## src/rtl/dma_cg_pkg.sv

```systemverilog
// ---------------------------------------------------------------------------
// dma_cg_pkg
// Shared types and default parameter values for the DMA clock-gate
// controller: the FSM state encoding and default widths and timing.
// ---------------------------------------------------------------------------
package dma_cg_pkg;

  localparam int DEF_IDLE_W   = 8;   // idle threshold / idle counter width
  localparam int DEF_WAKE_CYC = 2;   // settle cycles in WAKE (1..15)
  localparam int DEF_EVT_W    = 16;  // gate event counter width

  typedef enum logic [1:0] {
    CG_RUN      = 2'd0,
    CG_IDLE_CNT = 2'd1,
    CG_GATED    = 2'd2,
    CG_WAKE     = 2'd3
  } cg_state_t;

endpackage : dma_cg_pkg

```

## src/rtl/dma_cg_if.sv

```systemverilog
// ---------------------------------------------------------------------------
// dma_cg_if
// Control/status bundle between a DMA channel and its clock-gate controller.
//   cg_enable, test_mode, busy, wake_req, idle_thresh : channel -> controller
//   clk_en, wake_ack, gated, gate_events              : controller -> channel
// master modport : the side driving requests (channel / testbench)
// slave  modport : dma_cg_ctrl
// ---------------------------------------------------------------------------
interface dma_cg_if
  import dma_cg_pkg::*;
#(
  parameter int IDLE_W = DEF_IDLE_W,
  parameter int EVT_W  = DEF_EVT_W
);

  logic              cg_enable;
  logic              test_mode;
  logic              busy;
  logic              wake_req;
  logic [IDLE_W-1:0] idle_thresh;
  logic              clk_en;
  logic              wake_ack;
  logic              gated;
  logic [EVT_W-1:0]  gate_events;

  modport master (
    output cg_enable, test_mode, busy, wake_req, idle_thresh,
    input  clk_en, wake_ack, gated, gate_events
  );

  modport slave (
    input  cg_enable, test_mode, busy, wake_req, idle_thresh,
    output clk_en, wake_ack, gated, gate_events
  );

endinterface : dma_cg_if

```

## src/rtl/dma_cg_idle_cnt.sv

```systemverilog
// ---------------------------------------------------------------------------
// dma_cg_idle_cnt
// Consecutive-idle-cycle counter for the clock-gate controller.
//   clk, rst  : clock, synchronous active-high reset
//   load_i    : start a new idle run (counter <= 1)
//   inc_i     : another idle cycle (counter <= counter + 1, saturating)
//   thresh_i  : idle threshold
//   cnt_o     : current count
//   hit_o     : count has reached or passed the threshold
// With neither load_i nor inc_i the counter returns to 0, so every state
// that is not actively counting holds it cleared.
// ---------------------------------------------------------------------------
module dma_cg_idle_cnt #(
  parameter int W = 8
) (
  input  logic         clk,
  input  logic         rst,
  input  logic         load_i,
  input  logic         inc_i,
  input  logic [W-1:0] thresh_i,
  output logic [W-1:0] cnt_o,
  output logic         hit_o
);

  logic [W-1:0] cnt_q;
  logic [W-1:0] cnt_d;

  always_comb begin
    cnt_d = '0;
    if (load_i) begin
      cnt_d = {{(W-1){1'b0}}, 1'b1};
    end else if (inc_i) begin
      // Never wrap: an all-ones count is already >= any threshold.
      cnt_d = (cnt_q == {W{1'b1}}) ? cnt_q : cnt_q + 1'b1;
    end
  end

  always_ff @(posedge clk) begin
    if (rst) begin
      cnt_q <= '0;
    end else begin
      cnt_q <= cnt_d;
    end
  end

  // ">=" rather than "==": a threshold lowered below the running count
  // still gates on the next cycle instead of being missed.
  assign hit_o = (cnt_q >= thresh_i);
  assign cnt_o = cnt_q;

endmodule : dma_cg_idle_cnt

```

## src/rtl/dma_cg_ctrl.sv

```systemverilog
// ---------------------------------------------------------------------------
// dma_cg_ctrl
// Automatic clock-gating controller for a DMA channel. Counts consecutive
// idle cycles, drops clk_en after the programmed threshold, and restores it
// on activity or an explicit wake request with a settle period before the
// request is acknowledged. clk_en feeds an external clock-gate cell whose
// input clock is this block's clk.
//   clk  : free-running clock
//   rst  : synchronous active-high reset
//   bus  : dma_cg_if.slave (inputs cg_enable, test_mode, busy, wake_req,
//          idle_thresh; outputs clk_en, wake_ack, gated, gate_events)
// ---------------------------------------------------------------------------
module dma_cg_ctrl
  import dma_cg_pkg::*;
#(
  parameter int IDLE_W   = DEF_IDLE_W,
  parameter int WAKE_CYC = DEF_WAKE_CYC,
  parameter int EVT_W    = DEF_EVT_W
) (
  input  logic     clk,
  input  logic     rst,
  dma_cg_if.slave  bus
);

  localparam logic [3:0] WAKE_LAST = 4'(WAKE_CYC - 1);

  cg_state_t         state_q, state_d;
  logic [3:0]        wcnt_q, wcnt_d;
  logic [EVT_W-1:0]  evt_q, evt_d;
  logic              clk_en_q;
  logic              gated_q;
  logic              wake_ack_q, wake_ack_d;

  logic              idle;
  logic              wake_cond;
  logic              evt_inc;
  logic              cnt_load;
  logic              cnt_inc;
  logic              cnt_hit;
  logic [IDLE_W-1:0] cnt_val;

  assign idle = bus.cg_enable & ~bus.busy & ~bus.wake_req & ~bus.test_mode
              & (bus.idle_thresh != '0);

  assign wake_cond = bus.busy | bus.wake_req | ~bus.cg_enable | bus.test_mode;

  dma_cg_idle_cnt #(
    .W (IDLE_W)
  ) u_idle_cnt (
    .clk      (clk),
    .rst      (rst),
    .load_i   (cnt_load),
    .inc_i    (cnt_inc),
    .thresh_i (bus.idle_thresh),
    .cnt_o    (cnt_val),
    .hit_o    (cnt_hit)
  );

  always_comb begin
    state_d    = state_q;
    wcnt_d     = '0;
    wake_ack_d = 1'b0;
    evt_inc    = 1'b0;
    cnt_load   = 1'b0;
    cnt_inc    = 1'b0;
    unique case (state_q)
      CG_RUN: begin
        // The cycle right after an ack ignores wake_req so a requester
        // still holding it for one cycle gets exactly one pulse.
        wake_ack_d = bus.wake_req & ~wake_ack_q;
        if (idle) begin
          state_d  = CG_IDLE_CNT;
          cnt_load = 1'b1;
        end
      end
      CG_IDLE_CNT: begin
        wake_ack_d = bus.wake_req & ~wake_ack_q;
        if (!idle) begin
          state_d = CG_RUN;
        end else if (cnt_hit) begin
          state_d = CG_GATED;
          evt_inc = 1'b1;
        end else begin
          cnt_inc = 1'b1;
        end
      end
      CG_GATED: begin
        if (wake_cond) begin
          state_d = CG_WAKE;
        end
      end
      CG_WAKE: begin
        if (bus.test_mode) begin
          state_d = CG_RUN;
        end else if (wcnt_q == WAKE_LAST) begin
          // A request dropped mid-settle finishes WAKE without an ack.
          state_d    = CG_RUN;
          wake_ack_d = bus.wake_req;
        end else begin
          wcnt_d = wcnt_q + 4'd1;
        end
      end
      default: begin
        state_d = CG_RUN;
      end
    endcase
  end

  assign evt_d = (evt_inc && (evt_q != {EVT_W{1'b1}})) ? evt_q + 1'b1 : evt_q;

  always_ff @(posedge clk) begin
    if (rst) begin
      state_q    <= CG_RUN;
      wcnt_q     <= '0;
      evt_q      <= '0;
      clk_en_q   <= 1'b1;
      gated_q    <= 1'b0;
      wake_ack_q <= 1'b0;
    end else begin
      state_q    <= state_d;
      wcnt_q     <= wcnt_d;
      evt_q      <= evt_d;
      // Outputs decoded from the next state so they align with state_q.
      clk_en_q   <= (state_d != CG_GATED);
      gated_q    <= (state_d == CG_GATED);
      wake_ack_q <= wake_ack_d;
    end
  end

  assign bus.clk_en      = clk_en_q;
  assign bus.gated       = gated_q;
  assign bus.wake_ack    = wake_ack_q;
  assign bus.gate_events = evt_q;

endmodule : dma_cg_ctrl

```

## src/flat_wrapper.sv

```systemverilog
// flat-port wrapper written by rule: the top's interface ports become plain ports
module dma_cg_ctrl_flat import dma_cg_pkg::*;
#(
  parameter int IDLE_W   = DEF_IDLE_W,
  parameter int WAKE_CYC = DEF_WAKE_CYC,
  parameter int EVT_W    = DEF_EVT_W
)
  (clk, rst, bus_cg_enable, bus_test_mode, bus_busy, bus_wake_req, bus_idle_thresh, bus_clk_en, bus_wake_ack, bus_gated, bus_gate_events);
  dma_cg_if #(.IDLE_W(IDLE_W), .EVT_W(EVT_W)) bus_i ();
  input  logic clk;
  input  logic rst;
  input wire logic [$bits(bus_i.cg_enable)-1:0] bus_cg_enable;
  input wire logic [$bits(bus_i.test_mode)-1:0] bus_test_mode;
  input wire logic [$bits(bus_i.busy)-1:0] bus_busy;
  input wire logic [$bits(bus_i.wake_req)-1:0] bus_wake_req;
  input wire logic [$bits(bus_i.idle_thresh)-1:0] bus_idle_thresh;
  output wire logic [$bits(bus_i.clk_en)-1:0] bus_clk_en;
  output wire logic [$bits(bus_i.wake_ack)-1:0] bus_wake_ack;
  output wire logic [$bits(bus_i.gated)-1:0] bus_gated;
  output wire logic [$bits(bus_i.gate_events)-1:0] bus_gate_events;
  assign bus_i.cg_enable = bus_cg_enable;
  assign bus_i.test_mode = bus_test_mode;
  assign bus_i.busy = bus_busy;
  assign bus_i.wake_req = bus_wake_req;
  assign bus_i.idle_thresh = bus_idle_thresh;
  assign bus_clk_en = bus_i.clk_en;
  assign bus_wake_ack = bus_i.wake_ack;
  assign bus_gated = bus_i.gated;
  assign bus_gate_events = bus_i.gate_events;
  dma_cg_ctrl #(.IDLE_W(IDLE_W), .WAKE_CYC(WAKE_CYC), .EVT_W(EVT_W)) u_core (.clk(clk), .rst(rst), .bus(bus_i));
endmodule
```

## config.mk

```make
export PLATFORM = sky130hd
export DESIGN_NAME = dma_cg_ctrl_flat
export DESIGN_NICKNAME = d
export VERILOG_FILES = /design/src/rtl/dma_cg_pkg.sv /design/src/rtl/dma_cg_if.sv /design/src/rtl/dma_cg_idle_cnt.sv /design/src/rtl/dma_cg_ctrl.sv /design/src/flat_wrapper.sv
export SDC_FILE = /design/constraint.sdc
export NUM_CORES = 1
export LEC_CHECK = 0
export BUFFER_PORTS_ARGS = -buffer_cell sky130_fd_sc_hd__buf_2
export CORE_MARGIN = 2
export CORE_UTILIZATION = 43
export CTS_BUF_LIST = sky130_fd_sc_hd__clkbuf_4 sky130_fd_sc_hd__clkbuf_8
export DETAILED_ROUTE_END_ITERATION = 6
export PLACE_DENSITY = 0.7
export SLEW_MARGIN = 20
export SYNTH_ARGS = -nofsm -noshare
export SYNTH_HDL_FRONTEND = slang
export SYNTH_HIERARCHICAL = 1
export SYNTH_SLANG_ARGS = --single-unit
```

## constraint.sdc

```tcl
create_clock -name clk -period 2.6 [get_ports clk]
set_input_delay 0.52 -clock clk [delete_from_list [all_inputs] [get_ports clk]]
set_output_delay 0.52 -clock clk [all_outputs]
set_load 0.01 [all_outputs]
```

==> out/qor.csv <==
metric,value,unit
WS Path Type,reg2reg,
Final setup violation count,0,
met1 usage,0.209,
Post-Syn Area per Cell,8.70,sq um
largest fanout on the critical path,7,
met2 usage,0.263,
RSZ-0062 raised after global routing,true,
CP arrival,2.70,ns
CTS Buf Count,5,
syn_nets,237,
WL final,3960,microns
postcts setup bufs,0,
clk slew on worst S/H paths,0.07,ns
Peak VDD IR,0.273,mV
skew final,0.00513,ns
core area,0.00406,sq mm
register area share after synthesis,0.360,
Final Hold Fails,0,
number of remaining DRC errors,0,
hold path depth,1,
Worst Path Buf+Inv,2,
status,"complete, no violations",
vias in the first global route,1498,
Post-synth EDFFs,0,
CTS tree,built,
crit-path max cell delay,0.53,ns
Final min period,2.49,ns
drt first pass iters,4,
RR Endpoint,u_core/bus.gate_events[11],
worst-skew pair later-pin latency,0.29,ns
non-filler cells in the finished layout,303,
root buf cell,clkbuf_8,
CTS Buffer Depth,2,
Inst Count DP,295,
CP Cell Sequence,inv_1 -> ha_1 -> nand2b_1 -> a211oi_1 -> o21ai_1 -> a41o_1 -> nand3b_1 -> a211o_1 -> buf_6 -> or4_1 -> a21oi_2,
Synth Flop Type,dfxtp_1,
setup TNS,0,ns
HPWL Detailed,2810,microns
global-route wire length before repair,6510,microns
Lkg Pwr,0.921,nW
initial core utilization,0.452,
Max-Cap Viols,0,
pin count of the biggest net entering global routing,30,
synth unique cells,48,
synthesized area,0.00184,sq mm
cell count after synthesis,211,
worst min-delay path class,reg2reg,
register bit count reported by yosys,33,
Final Wtd Congestion,0.775,
total die area,0.00481,sq mm
H-tree depth,2,
fmax,402,MHz
routed vias,1717,
GRT overflow,0,
Worst R2R Start,u_core/u_idle_cnt/cnt_o[0],
Synth warnings,6,
# port buffers,32,
number of core rows,23,
width of the chip,69.3,microns
fillers,374,
power per cell area,418,mW/mm^2
Worst EP required,2.82,ns
Hold Crit Start,u_core/wcnt_q[0],
crit path max-delay cell type,or4_1,
DRT iter0 DRCs,75,
Antenna Nets Post-Route,0,
final worst-path cycle share,0.956,
Hold Path End,u_core/wcnt_q[0],
Die Y,69.3,microns
Layout area overhead,22.0,%
kind of start point of the critical path,register,
cts-stage hold buffer count,0,
Ports,33,
via-per-instance ratio,5.67,
n_diodes,0,
Stages on worst setup path,11,
Routed WL per cell,13.1,microns
"top cells by area, synth","dfxtp_1, ha_1, a21oi_1",
reg2reg setup slack,0.11,ns
path depth of the worst reg2reg path,11,
worst slew pin tran,0.954,ns
Yosys top cell area share,0.360,
total track usage,0.164,
met3 usage,0.0451,
Final Max Slew Viols,0,
NumNets Final,278,
CP Capture Type,register,
layout cells sized above 1,0.265,
Slew headroom,0.364,
biggest area consumer among synthesized cells,dfxtp_1,
family with the most delay on the worst path,compound AO/OA/AOI/OAI gates,
busiest grt layer,met2,
initial antenna violation count,0,
# clock sinks,33,
asr flop ratio synth,0,
registers in the layout, indices dropped and copies added, names as in the netlist:
signal                   flops
u_core/wcnt_q                4
u_core/bus.gate_events      16
u_core/bus.gated             1
u_core/state_q               2
u_core/bus.wake_ack          1
u_core/bus.clk_en            1
u_core/u_idle_cnt/cnt_o      8
worst reg2reg max path, delay by kind of cell (launching register included):
family,cells,cell delay [ns]
AOI/OAI and AO/OA,5,0.90
buffers and inverters,2,0.22
DFF,1,0.33
and+or+nand+nor,3,0.72
adders and majority gates,1,0.26
where the power goes:
| part | switching [W] | internal [W] |
|---|---|---|
| logic | 0.0000231 | 0.0000216 |
| clock network | 0.000186 | 0.000196 |
| registers | 0.00000115 | 0.000508 |
kinds of logic (layout without fill, tap and decap cells):
family,Yosys count,in the layout,share of synthesized area
buffers and inverters,23,65,0.0532
AO/OA/AOI/OAI,49,49,0.177
multiplexers,4,4,0.0239
flip-flops,33,33,0.360
AND/OR/NAND/NOR,86,86,0.286
adder cells (fa/ha/maj),12,12,0.0818
XOR/XNOR,4,4,0.0191
area by class of cell:
cell class	instances	area, sq um	share of cell area
clock buffer	6	76.3	0.0341
clock inverter	2	10.0	0.00447
inverter	12	45.0	0.0201
multi-input combinational	155	1120	0.500
sequential	33	661	0.295
tap	50	62.6	0.0279
timing repair buffer	45	265	0.118
layer usage:
layer | share of wire | routed length, microns
met5 | 0 | 0
met4 | 0.015 | 59
met3 | 0.038 | 152
met2 | 0.46 | 1830
met1 | 0.48 | 1920
stage by stage:
| step | area [sq um] | total power, W | worst slack (ns) | util | hold slack (ns) |
|---|---|---|---|---|---|
| final | 2240 | 0.000935 | 0.114 | 0.552 | 0.477 |
| after global routing | 2240 | 0.000978 | -0.000994 | 0.552 | 0.507 |
| after CTS | 2190 | 0.000950 | 0.0692 | 0.540 | 0.476 |
| after detailed placement | 2100 | 0.000565 | -0.183 | 0.518 | 0.460 |
| after global placement | 2100 | 0.000564 | -0.103 | 0.518 | 0.449 |
| after floorplan | 1840 | 0.000542 | 0.0893 | - | 0.433 |
worst max path at each step:
stage,end,slack (ns),start
2_1_floorplan,u_core/bus.gate_events[12],0.09,bus_idle_thresh[0]
5_1_grt,u_core/bus.gate_events[6],-0.001,u_core/u_idle_cnt/cnt_o[0]
6_report,u_core/bus.gate_events[11],0.11,u_core/u_idle_cnt/cnt_o[0]
3_3_place_gp,u_core/bus.gate_events[14],-0.10,bus_idle_thresh[0]
4_1_cts,u_core/bus.gate_events[8],0.07,u_core/u_idle_cnt/cnt_o[0]
3_5_place_dp,u_core/bus.gate_events[8],-0.18,bus_idle_thresh[0]
cell usage after synthesis, types with 2 or more instances:
cell type and n:
a211o_1 2, a211oi_1 3, a21o_1 3, a21oi_1 17, a31oi_1 5, and2_1 2, and3_1 2, and4_1 5
buf_2 3, clkbuf_1 6, dfxtp_1 33, ha_1 12, inv_1 12, mux2_2 3, nand2_1 8, nand2b_1 4
nand3_1 10, nand4_1 3, nor2_1 15, nor2b_1 3, nor3_1 4, nor3b_1 3, nor4_1 5, o21ai_0 3
o31ai_1 10, or3_1 2, or4_1 10, xnor2_1 3
cell usage in the layout, fill, tap and decap left out, types with 3 or more instances in the layout:
cell type	instances
dfxtp_1	33
buf_2	32
a21oi_1	16
nor2_1	15
inv_1	12
ha_1	12
buf_4	11
nand3_1	10
o31ai_1	10
or4_1	10
nand2_1	8
clkbuf_8	5
and4_1	5
a31oi_1	5
nand2b_1	4
nor3_1	4
nor3b_1	3
xnor2_1	3
nor2b_1	3
mux2_2	3
nand4_1	3
a211oi_1	3
a21o_1	3
repair_timing:
| item | 4_1_cts | 5_1_grt |
|---|---|---|
| endpoints found under the hold margin | 0 | 0 |
| gates resized for setup | 0 | 10 |
| endpoints found under the setup margin | 0 | 16 |
Power figures use the tool's default switching activity.
